**config.mk**
```make
export PLATFORM = sky130hd
export DESIGN_NAME = adc_capture_ctrl
export DESIGN_NICKNAME = d
export VERILOG_FILES = /design/src/rtl/adc_capture_ctrl.sv
export SDC_FILE = /design/constraint.sdc
export NUM_CORES = 1
export LEC_CHECK = 0
export ABC_AREA = 1
export ABC_CLOCK_PERIOD_IN_PS = 2600
export BUFFER_PORTS_ARGS = -buffer_cell sky130_fd_sc_hd__buf_2
export CORE_UTILIZATION = 45
export DETAILED_ROUTE_END_ITERATION = 7
export PLACE_DENSITY = 0.66
export SKIP_CTS_REPAIR_TIMING = 1
export SYNTH_ARGS = -nofsm -noshare
export SYNTH_HDL_FRONTEND = slang
export SYNTH_SLANG_ARGS = --single-unit
```
**constraint.sdc**
```tcl
create_clock -name clk -period 2.6 [get_ports clk]
set_clock_uncertainty 0.1 [all_clocks]
set_input_delay 0.39 -clock clk [delete_from_list [all_inputs] [get_ports clk]]
set_output_delay 0.39 -clock clk [all_outputs]
set_load 0.02 [all_outputs]
```
**src/rtl/adc_capture_ctrl.sv**
```systemverilog
// adc_capture_ctrl: trigger-qualified, decimated ADC frame capture sequencer.
// Optional macro CAPTURE_TRIG_TIMEOUT_EN adds cfg_timeout / timed_out.
module adc_capture_ctrl #(
  parameter int ADDR_W    = 12,
  parameter int DECIM_W   = 8,
  parameter int TIMEOUT_W = 24
) (
  input  logic                 clk,
  input  logic                 reset,
  input  logic                 cfg_start,
  input  logic                 cfg_abort,
  input  logic                 cfg_src_sel,
  input  logic [ADDR_W:0]      cfg_len,
  input  logic [DECIM_W-1:0]   cfg_decim,
  input  logic [1:0]           cfg_trig_mode,
`ifdef CAPTURE_TRIG_TIMEOUT_EN
  input  logic [TIMEOUT_W-1:0] cfg_timeout,
  output logic                 timed_out,
`endif
  input  logic                 ext_trig,
  input  logic                 adc_valid,
  output logic                 buf_wr_en,
  output logic [ADDR_W-1:0]    buf_wr_addr,
  output logic                 src_sel,
  output logic                 busy,
  output logic                 done,
  output logic [ADDR_W:0]      frames_captured,
  input  logic                 rd_release
);

  typedef enum logic [1:0] {
    S_IDLE,
    S_WAIT,
    S_CAP,
    S_DONE
  } state_t;

  localparam logic [ADDR_W:0] L_FULL = {1'b1, {ADDR_W{1'b0}}};

  state_t              r_state;
  logic                r_s1;
  logic                r_s2;
  logic                r_s3;
  logic                r_hit;
  logic [ADDR_W:0]     r_len;
  logic [DECIM_W-1:0]  r_decim;
  logic [DECIM_W-1:0]  r_dcnt;
  logic [1:0]          r_mode;
  logic                r_wr_en;
  logic [ADDR_W-1:0]   r_addr;
  logic                r_src;
  logic                r_busy;
  logic                r_done;
  logic [ADDR_W:0]     r_fc;
`ifdef CAPTURE_TRIG_TIMEOUT_EN
  logic [TIMEOUT_W-1:0] r_tcnt;
  logic                 r_tmo;
`else
  // No timeout counter in this build; WAIT_TRIG waits indefinitely.
  if (TIMEOUT_W < 1) begin : g_no_timeout
  end
`endif

  logic [ADDR_W:0] w_len;
  logic            w_imm;
  logic            w_edge;
  logic            w_qual;
  logic [ADDR_W:0] w_fc_inc;

  // Zero length and anything past full depth both mean a full buffer.
  assign w_len = (cfg_len == '0 || cfg_len > L_FULL) ? L_FULL : cfg_len;
  assign w_imm = (cfg_trig_mode == 2'd0) || (cfg_trig_mode == 2'd3);
  assign w_edge = (r_mode == 2'd1) ? (r_s2 & ~r_s3) :
                  (r_mode == 2'd2) ? (~r_s2 & r_s3) : 1'b0;
  assign w_qual = (r_state == S_CAP) && adc_valid &&
                  (r_dcnt == '0) && !cfg_abort;
  assign w_fc_inc = r_fc + (ADDR_W+1)'(1);

  // Two-flop synchronizer plus a history flop for edge detection.
  always_ff @(posedge clk or posedge reset) begin
    if (reset) begin
      r_s1 <= 1'b0;
      r_s2 <= 1'b0;
      r_s3 <= 1'b0;
    end else begin
      r_s1 <= ext_trig;
      r_s2 <= r_s1;
      r_s3 <= r_s2;
    end
  end

  // Capture FSM with registered strobes, address and status.
  always_ff @(posedge clk or posedge reset) begin
    if (reset) begin
      r_state <= S_IDLE;
      r_hit   <= 1'b0;
      r_len   <= '0;
      r_decim <= '0;
      r_dcnt  <= '0;
      r_mode  <= '0;
      r_wr_en <= 1'b0;
      r_addr  <= '0;
      r_src   <= 1'b0;
      r_busy  <= 1'b0;
      r_done  <= 1'b0;
      r_fc    <= '0;
`ifdef CAPTURE_TRIG_TIMEOUT_EN
      r_tcnt  <= '0;
      r_tmo   <= 1'b0;
`endif
    end else begin
      r_wr_en <= w_qual;
      if (r_wr_en) r_addr <= r_addr + ADDR_W'(1);
      r_hit <= (r_state == S_WAIT) && w_edge && !cfg_abort;
`ifdef CAPTURE_TRIG_TIMEOUT_EN
      if (rd_release) r_tmo <= 1'b0;
`endif
      if (cfg_abort) begin
        r_state <= S_IDLE;
        r_busy  <= 1'b0;
        r_done  <= 1'b0;
      end else begin
        unique case (r_state)
          S_IDLE, S_DONE: begin
            if (cfg_start) begin
              r_src   <= cfg_src_sel;
              r_len   <= w_len;
              r_decim <= cfg_decim;
              r_mode  <= cfg_trig_mode;
              r_addr  <= '0;
              r_fc    <= '0;
              r_dcnt  <= '0;
              r_busy  <= 1'b1;
              r_done  <= 1'b0;
              r_state <= w_imm ? S_CAP : S_WAIT;
`ifdef CAPTURE_TRIG_TIMEOUT_EN
              r_tcnt  <= cfg_timeout;
              r_tmo   <= 1'b0;
`endif
            end else if (rd_release) begin
              r_state <= S_IDLE;
              r_done  <= 1'b0;
            end
          end
          S_WAIT: begin
`ifdef CAPTURE_TRIG_TIMEOUT_EN
            if (r_tcnt != '0) r_tcnt <= r_tcnt - TIMEOUT_W'(1);
`endif
            if (r_hit) begin
              r_state <= S_CAP;
            end
`ifdef CAPTURE_TRIG_TIMEOUT_EN
            else if (r_tcnt == TIMEOUT_W'(1)) begin
              r_state <= S_DONE;
              r_busy  <= 1'b0;
              r_done  <= 1'b1;
              r_tmo   <= 1'b1;
            end
`endif
          end
          S_CAP: begin
            if (adc_valid) begin
              r_dcnt <= (r_dcnt == '0) ? r_decim :
                        r_dcnt - DECIM_W'(1);
            end
            if (w_qual) begin
              r_fc <= w_fc_inc;
              if (w_fc_inc == r_len) begin
                r_state <= S_DONE;
                r_busy  <= 1'b0;
                r_done  <= 1'b1;
              end
            end
          end
        endcase
      end
    end
  end

  assign buf_wr_en       = r_wr_en;
  assign buf_wr_addr     = r_addr;
  assign src_sel         = r_src;
  assign busy            = r_busy;
  assign done            = r_done;
  assign frames_captured = r_fc;
`ifdef CAPTURE_TRIG_TIMEOUT_EN
  assign timed_out       = r_tmo;
`endif

endmodule

```
== Yosys cells after proc, flatten, opt, wreduce, memory -nomap -nowiden ==
Index checks and enable logic that the tools add are counted.

* Bits in registers: 66
* Input bits: 31
* Output and inout bits: 29
* Word-level logic and storage cells: 93

* Add/subtract/negate cells: 3
* Magnitude comparators: 1
* Eq/ne operators: 15
* Muxes and demuxes: 33
* Bitwise logic cells: 5
* Reductions and logical operators: 21

{| class="wikitable"
|+ Operators with widths
! kind !! count
|-
| 2-to-1 mux 12 bit || 4
|-
| 2-to-1 mux 13 bit || 3
|-
| one-hot mux 13 bit (2 select lines) || 1
|-
| 2-to-1 mux 8 bit || 3
|-
| AND reduction 4 bit || 5
|-
| one-hot mux 8 bit (2 select lines) || 1
|-
| 2-to-1 mux 2 bit || 7
|-
| adder 13 x 1 -> 13 bit, second input constant || 1
|-
| equality test 13 bit || 1
|-
| greater-than comparator 13 bit, second input constant || 1
|-
| zero test 13 bit || 1
|-
| adder 12 x 1 -> 12 bit, second input constant || 1
|-
| 2-to-1 mux 1 bit || 11
|-
| inequality test 3 bit, second input constant || 3
|-
| equality test 2 bit, second input constant || 4
|-
| zero test 8 bit || 1
|-
| subtractor 8 x 1 -> 8 bit, second input constant || 1
|-
| inequality test 2 bit, second input constant || 3
|-
| one-hot mux 2 bit (3 select lines) || 1
|-
| logical AND 1 bit || 5
|-
| equality test 2 x 1 -> 1 bit, second input constant || 2
|-
| zero test 2 bit || 2
|-
| inequality test 4 bit, second input constant || 1
|-
| one-hot mux 1 bit (2 select lines) || 2
|-
| 9 further kinds || 13
|}

== Longest topological paths before layout ==
Gate-level depths: netlist of the first run.

* Depth in word-level cells: 7
* Mapped depth: 15
* Gate-level depth less buffers: 15

== Worst setup path after synthesis of the first run ==
Ideal clock, no wire load.

* Path type: register -> register
* From: register r_fc[0] (netlist: frames_captured[0])
* To: register r_state[0]
* Setup time: 0.116 ns
* Arrival: 1.760 ns
* Data required time: 2.384 ns
* Slack: 0.623 ns
* Stages on the path, launching flop included: 16
* Path buffers: 0
* Cells stage by stage: dfrtp_1 ha_1 nand2_2 inv_1 nor2_1 inv_1 nand2_1 nand2_1 nor2_1 nand3_1 nor3_2 nand2_1 nand2_2 nand2_1 nand2_1 nand2_1

* Word-level cells in the longest chain between the ends: 4

{| class="wikitable"
|+ Ends and longest elaborated chain
! item !! RTL line !! source
|-
| start: declaration || 54 || <nowiki>logic [ADDR_W:0] r_fc;</nowiki>
|-
| start signal: assignment || 167 || <nowiki>r_fc <= w_fc_inc;</nowiki>
|-
| adder 13 x 1 -> 13 bit || 77 || <nowiki>assign w_fc_inc = r_fc + (ADDR_W+1)'(1);</nowiki>
|-
| equality test 13 bit || 168 || <nowiki>if (w_fc_inc == r_len) begin</nowiki>
|-
| inequality test 3 x 2 -> 1 bit (no source line) || -- ||
|-
| AND reduction 4 bit (no source line) || -- ||
|-
| end signal: assignment || 135 || <nowiki>r_state <= w_imm ? S_CAP : S_WAIT;</nowiki>
|-
| end: declaration || 40 || <nowiki>state_t r_state;</nowiki>
|}

No other way between the ends.
A chain may end at the register's enable or synchronous reset.

== Worst setup path after layout of the first run ==
* From: register r_state[0]
* To: register r_fc[8] (netlist: frames_captured[8])

* Word-level cells in the longest chain between the ends: 6

{| class="wikitable"
|+ Ends and longest elaborated chain
! item !! RTL line !! source
|-
| equality test 2 bit || 75, 123 ||
|-
| logical AND 1 bit (2 in a row) || 75 || <nowiki>assign w_qual = (r_state == S_CAP) && adc_valid &&</nowiki>
|-
| logical AND 1 bit || 76 || <nowiki>(r_dcnt == '0) && !cfg_abort;</nowiki>
|-
| inequality test 2 bit (no source line) || -- ||
|-
| AND reduction 4 bit (no source line) || -- ||
|}

Parallel ways exist; a longest one is shown, timed or not.

==> out/metrics.yaml, run 1 <==
setup_path:
  critPathCaptureType: "register"
  max_stage_delay_ns: 0.38
  crit_arrival_ns: 2.48
  worstSetupPathType: "register to register"
  crit_fanout: 11
  cp.required_ns: 2.72
  worst_setup_path_start_kind: "register"
  path_cells: "inv_1, ha_1, a21oi_1, inv_1, nor2_4, inv_1, nor2_2, inv_1, nand2_1, o21ai_0"
  slowest_stage: "dfrtp_1"
  rr_worst_depth: 10
  crit_path_frequent_cell: "inv_1"
clock_tree:
  cts_htree_levels: 3
  cts.sinks: 66
  cts.clk_slew.worst_paths_ns: 0.08
  clk_latency_ns: 0.36
  cts_tree: "done"
  numCtsBuffers: 9
  cts_buffer_depth: 2
  root_buffer: "clkbuf_8"
sta:
  setup_viol: 0
  rsz0062_at_grt: "no"
  period_share: 0.905
  max_clock_freq_ghz: 0.425
  setup_tns_ns: 0
  finalCriticalPeriod_ns: 2.35
  report.final.slew_viol_count: 0
  worst_pin_slew_ns: 0.532
  max-slew-margin-rel: 0.645
  hold_viol: 0
logic_synthesis:
  synth_seq_cells: 66
  syn_area_um2: 3550
  synth_nets: 505
  yosysWarnings: 0
  synth_cell_types: 27
  synthCells: 468
  syn_avg_cell_area_um2: 7.60
  ys_seq_area_frac: 0.465
drt:
  antenna_left: 0
  drc_errors: 0
  first_pass_iters: 5
  vias_per_cell: 5.08
  routedWlPerCell_um: 12.9
  vias: 3264
  drtIter0Drc: 195
  wl_um: 8270
hold_path:
  min_path_cells: 1
  hold_path_class: "input port to register"
floorplan:
  ios: 60
  die_w_um: 90.9
  initial_core_util: 0.462
  coreArea_um2: 7690
  die_area_um2: 8260
  die_y_um: 90.9
  core.rowCount: 32
layout:
  fin_util: 0.551
  antenna_cells: 0
  final_cells: 643
  layout-drive-gt1-share: 0.174
  nets: 573
  area_growth_pct: 19.1
power_and_ir_drop:
  vdd_drop_max_uv: 432
  p_per_area_nw_per_um2: 871
  p_comb_frac: 0.337
  p_leak_nw: 2.19
  clkPwrFrac: 0.271
  finalPower_mw: 3.69
  pwr-share-seq: 0.393
  power.net_switching_mw: 1.42
  power.internal_mw: 2.27
  switching_share: 0.384
placement:
  place_congestion: 0.876
  dp_hpwl_um: 6180
  place_inst: 626
  port_buffers: 59
global_route:
  grt_use_total: 0.217
  grt_max_degree: 31
  grt_pass1_wl_um: 14100
  grt_pass1_vias: 3094
  antenna_found_initial: 0
  grt-ovfl-total: 0
run:
  maxCapViolCount: 0
run_status:
  status: "finished, final reports clean"
-- registers in the layout (all words and copies together) (netlist names) --
signal           count
r_dcnt               8
r_s2                 1
r_decim              8
buf_wr_addr         12
r_s1                 1
done                 1
r_state              2
src_sel              1
r_mode               2
r_hit                1
r_s3                 1
busy                 1
buf_wr_en            1
r_len               13
frames_captured     13
-- kinds of logic after synthesis --
| logic type | synth area share |
|---|---|
| adders and majority gates | 0.0211 |
| DFF | 0.465 |
| and+or+nand+nor | 0.313 |
| xor gates and xnor gates | 0.0222 |
| buffers and inverters | 0.0817 |
| AOI/OAI and AO/OA | 0.0975 |
-- cell type report --
| type | count | area [um^2] |
|---|---|---|
| Fill cell | 747 | 3450 |
| Timing Repair Buffer | 66 | 363 |
| Clock buffer | 10 | 138 |
| Clock inverter | 6 | 90.1 |
| Inverter | 65 | 244 |
| Tap cell | 102 | 128 |
| Sequential cell | 66 | 1650 |
| Multi-Input combinational cell | 328 | 1620 |
-- synth_stat cells (all sizes together) --
library cell / n / share of area
nor4: 2 / 0.0035
clkbuf: 7 / 0.010
o211ai: 2 / 0.0042
nand3: 50 / 0.070
nand4: 8 / 0.014
buf: 2 / 0.0028
xor2: 7 / 0.017
nand2: 130 / 0.14
ha: 6 / 0.021
o21ai: 36 / 0.051
o22ai: 12 / 0.021
a21oi: 9 / 0.013
nor3: 7 / 0.013
a211oi: 2 / 0.0042
nor2: 52 / 0.071
nor3b: 1 / 0.0021
dfrtp: 66 / 0.46
o221ai: 1 / 0.0025
xnor2: 2 / 0.0049
inv: 65 / 0.069
a22oi: 1 / 0.0021
-- metal layers --
metal	share of wire	global-route usage	vias to the layer above
met5	0	0	-
met2	0.46	0.342	103
li1	-	-	1655
met4	0.014	0.0741	0
met1	0.46	0.289	1498
met3	0.068	0.0581	8
-- power by group through the flow --
stage	clock network (mW)	registers, mW	logic (mW)
finish	0.997	1.45	1.24
global route	1.06	1.48	1.43
CTS	1.01	1.45	1.24
detailed placement	0	1.46	1.24
global placement	0	1.46	1.22
floorplan	0	1.48	0.889
-- per-stage QoR --
step           hold WS (ns)  setup WS, ns  cell area, um^2
6_report             0.0362         0.248             4230
5_1_grt              0.0273        0.0336             4230
4_1_cts             -0.0232         0.262             4220
3_5_place_dp          0.236         0.281             4000
3_3_place_gp          0.240         0.399             4000
2_1_floorplan         0.231         0.455             3550
-- path summary, 6_finish.rpt --
kind                             from                 end  slack [ns]
min in group asynchronous       reset           r_mode[0]        0.51
setup / recovery           r_state[0]  frames_captured[8]        0.25
hold / removal               ext_trig                r_s1        0.04
hold reg to reg                  r_s1                r_s2        0.26
setup reg to reg           r_state[0]  frames_captured[8]        0.25
max in group asynchronous       reset  frames_captured[0]        1.29
-- placed cells by master (no fill, tap or decap), types with 2 or more instances in the layout --
cell type / count
nor2_1: 45
a21oi_1: 9
clkbuf_8: 10
xor2_1: 7
o211ai_1: 2
nand2_1: 127
ha_1: 6
nand2_2: 3
nand4_1: 8
dfrtp_1: 66
nor2_4: 5
a211oi_1: 2
bufinv_16: 2
buf_4: 5
nor3_1: 5
nand3_1: 50
xnor2_1: 2
o21ai_0: 36
nor4_1: 2
o22ai_1: 12
inv_1: 64
clkinv_4: 2
buf_2: 59
-- worst max-delay path: cells and delay by family, from the launching register on --
| kind | cells | cell delay, ns |
|---|---|---|
| and+or+nand+nor | 3 | 0.68 |
| DFF | 1 | 0.38 |
| buffers and inverters | 4 | 0.35 |
| adders and majority gates | 1 | 0.35 |
| AOI/OAI and AO/OA | 2 | 0.34 |
Power figures use the tool's default switching activity.
==> inputs of run 2 (changes only) <==
- CORE_UTILIZATION: 45 -> 47
- PLACE_DENSITY: 0.66 -> 0.69
==> run 2 against run 1 <==
Compared with the run above: via count down 0.61%; total power down 2.7%; wire length down 1.3%; critical path depth unchanged; sequential cell count unchanged; critical path type unchanged; setup slack better by 0.036 ns; clock-buffer cell count up 1; the flow now finishes with violations (hold timing).
==> out/metrics.yaml, run 2 (same netlist as run 1, synthesis figures left out) <==
clock_tree:
  cts.clk_slew.worst_paths_ns: 0.07
  numCtsBuffers: 9
  cts_tree: "done"
  root_buffer: "clkbuf_8"
  cts_htree_levels: 3
  clk_latency_ns: 0.35
  cts.sinks: 66
  cts_buffer_depth: 2
floorplan:
  core.rowCount: 31
  die_y_um: 89.0
  die_w_um: 89.0
  initial_core_util: 0.487
  die_area_um2: 7910
  ios: 60
  coreArea_um2: 7290
sta:
  rsz0062_at_grt: "no"
  hold_viol: 23
  report.final.slew_viol_count: 0
  max_clock_freq_ghz: 0.432
  worst_pin_slew_ns: 0.529
  max-slew-margin-rel: 0.647
  setup_viol: 0
  finalCriticalPeriod_ns: 2.32
  hold_ws_ns: -0.0241
  period_share: 0.891
  setup_tns_ns: 0
setup_path:
  cp.required_ns: 2.71
  reg2reg_from: "r_state[0]"
  critPathCaptureType: "register"
  reg2reg_setup_slack_ns: 0.28
  critPathLaunch: "r_state[0]"
  worst_setup_path_start_kind: "register"
  crit_fanout: 11
  crit_arrival_ns: 2.43
  rr_worst_depth: 10
  worstSetupPathType: "register to register"
  r2r_end: "frames_captured[0]"
run_status:
  violations: "hold timing"
  status: "finished, violations left"
global_route:
  grt_use_total: 0.235
  grt_max_degree: 44
  grt-ovfl-total: 0
  grt_pass1_vias: 3149
  antenna_found_initial: 0
  grt_pass1_wl_um: 14000
power_and_ir_drop:
  p_per_area_nw_per_um2: 855
  vdd_drop_max_uv: 403
  p_leak_nw: 2.18
drt:
  wl_um: 8170
  drc_errors: 0
  antenna_left: 0
  first_pass_iters: 4
  drtIter0Drc: 173
  vias_per_cell: 5.08
  vias: 3244
  routedWlPerCell_um: 12.8
placement:
  place_congestion: 0.834
  dp_hpwl_um: 6220
  port_buffers: 59
layout:
  layout_common_cells: "nand2_1, dfrtp_1, inv_1"
  nets: 572
  final_common_cell: "nand2_1"
  antenna_cells: 0
  layout-drive-gt1-share: 0.174
  area_growth_pct: 18.0
run:
  maxCapViolCount: 0
hold_path:
  hold_path_class: "input port to async pin"
run 2: cell type report:
class / instances / area (um^2)
fill: 701 / 3100
sequential: 66 / 1650
multi-input combinational: 328 / 1620
timing repair buffer: 65 / 353
inverter: 65 / 244
clock buffer: 11 / 151
tap: 99 / 124
clock inverter: 5 / 52.6
run 2: worst max path at each step:
| stage | cells after the start | end |
|---|---|---|
| floorplan | 1 | buf_wr_addr[0] |
| global placement | 10 | frames_captured[8] |
| detailed placement | 10 | frames_captured[0] |
| CTS | 10 | frames_captured[0] |
| global route | 10 | frames_captured[12] |
| finish | 10 | frames_captured[0] |
run 2: worst max-delay path: stages (launching register included):
cell	delay, ns
dfrtp_1	0.37
inv_1	0.05
ha_1	0.35
a21oi_1	0.20
inv_1	0.11
nor2_4	0.19
inv_1	0.13
nor2_2	0.20
inv_1	0.08
nand2_1	0.27
o21ai_0	0.14
run 2: report_power, final:
group | switching, mW | internal (mW) | total, mW
Sequential | 0.170 | 1.28 | 1.45
Clock | 0.407 | 0.490 | 0.897
Combinational | 0.817 | 0.420 | 1.24
Total | 1.39 | 2.19 | 3.59
run 2: routing by layer:
layer / routed length, um / track usage / vias up / share of wire
li1: - / - / 1656 / -
met1: 3960 / 0.315 / 1511 / 0.48
met2: 3710 / 0.371 / 66 / 0.45
met3: 360 / 0.0572 / 11 / 0.044
met4: 137 / 0.0938 / 0 / 0.017
met5: 0 / 0 / - / 0
run 2: stage by stage:
step / cells / util / area [um^2] / setup slack (ns) / total power [mW]
final: 639 / 0.575 / 4200 / 0.284 / 3.59
after CTS: 639 / 0.575 / 4200 / 0.303 / 3.60
after global placement: 623 / 0.547 / 3990 / 0.410 / 2.66
after floorplan: 468 / - / 3550 / 0.455 / 2.37
after detailed placement: 623 / 0.547 / 3990 / 0.314 / 2.70
after global routing: 639 / 0.575 / 4200 / 0.0629 / 3.88
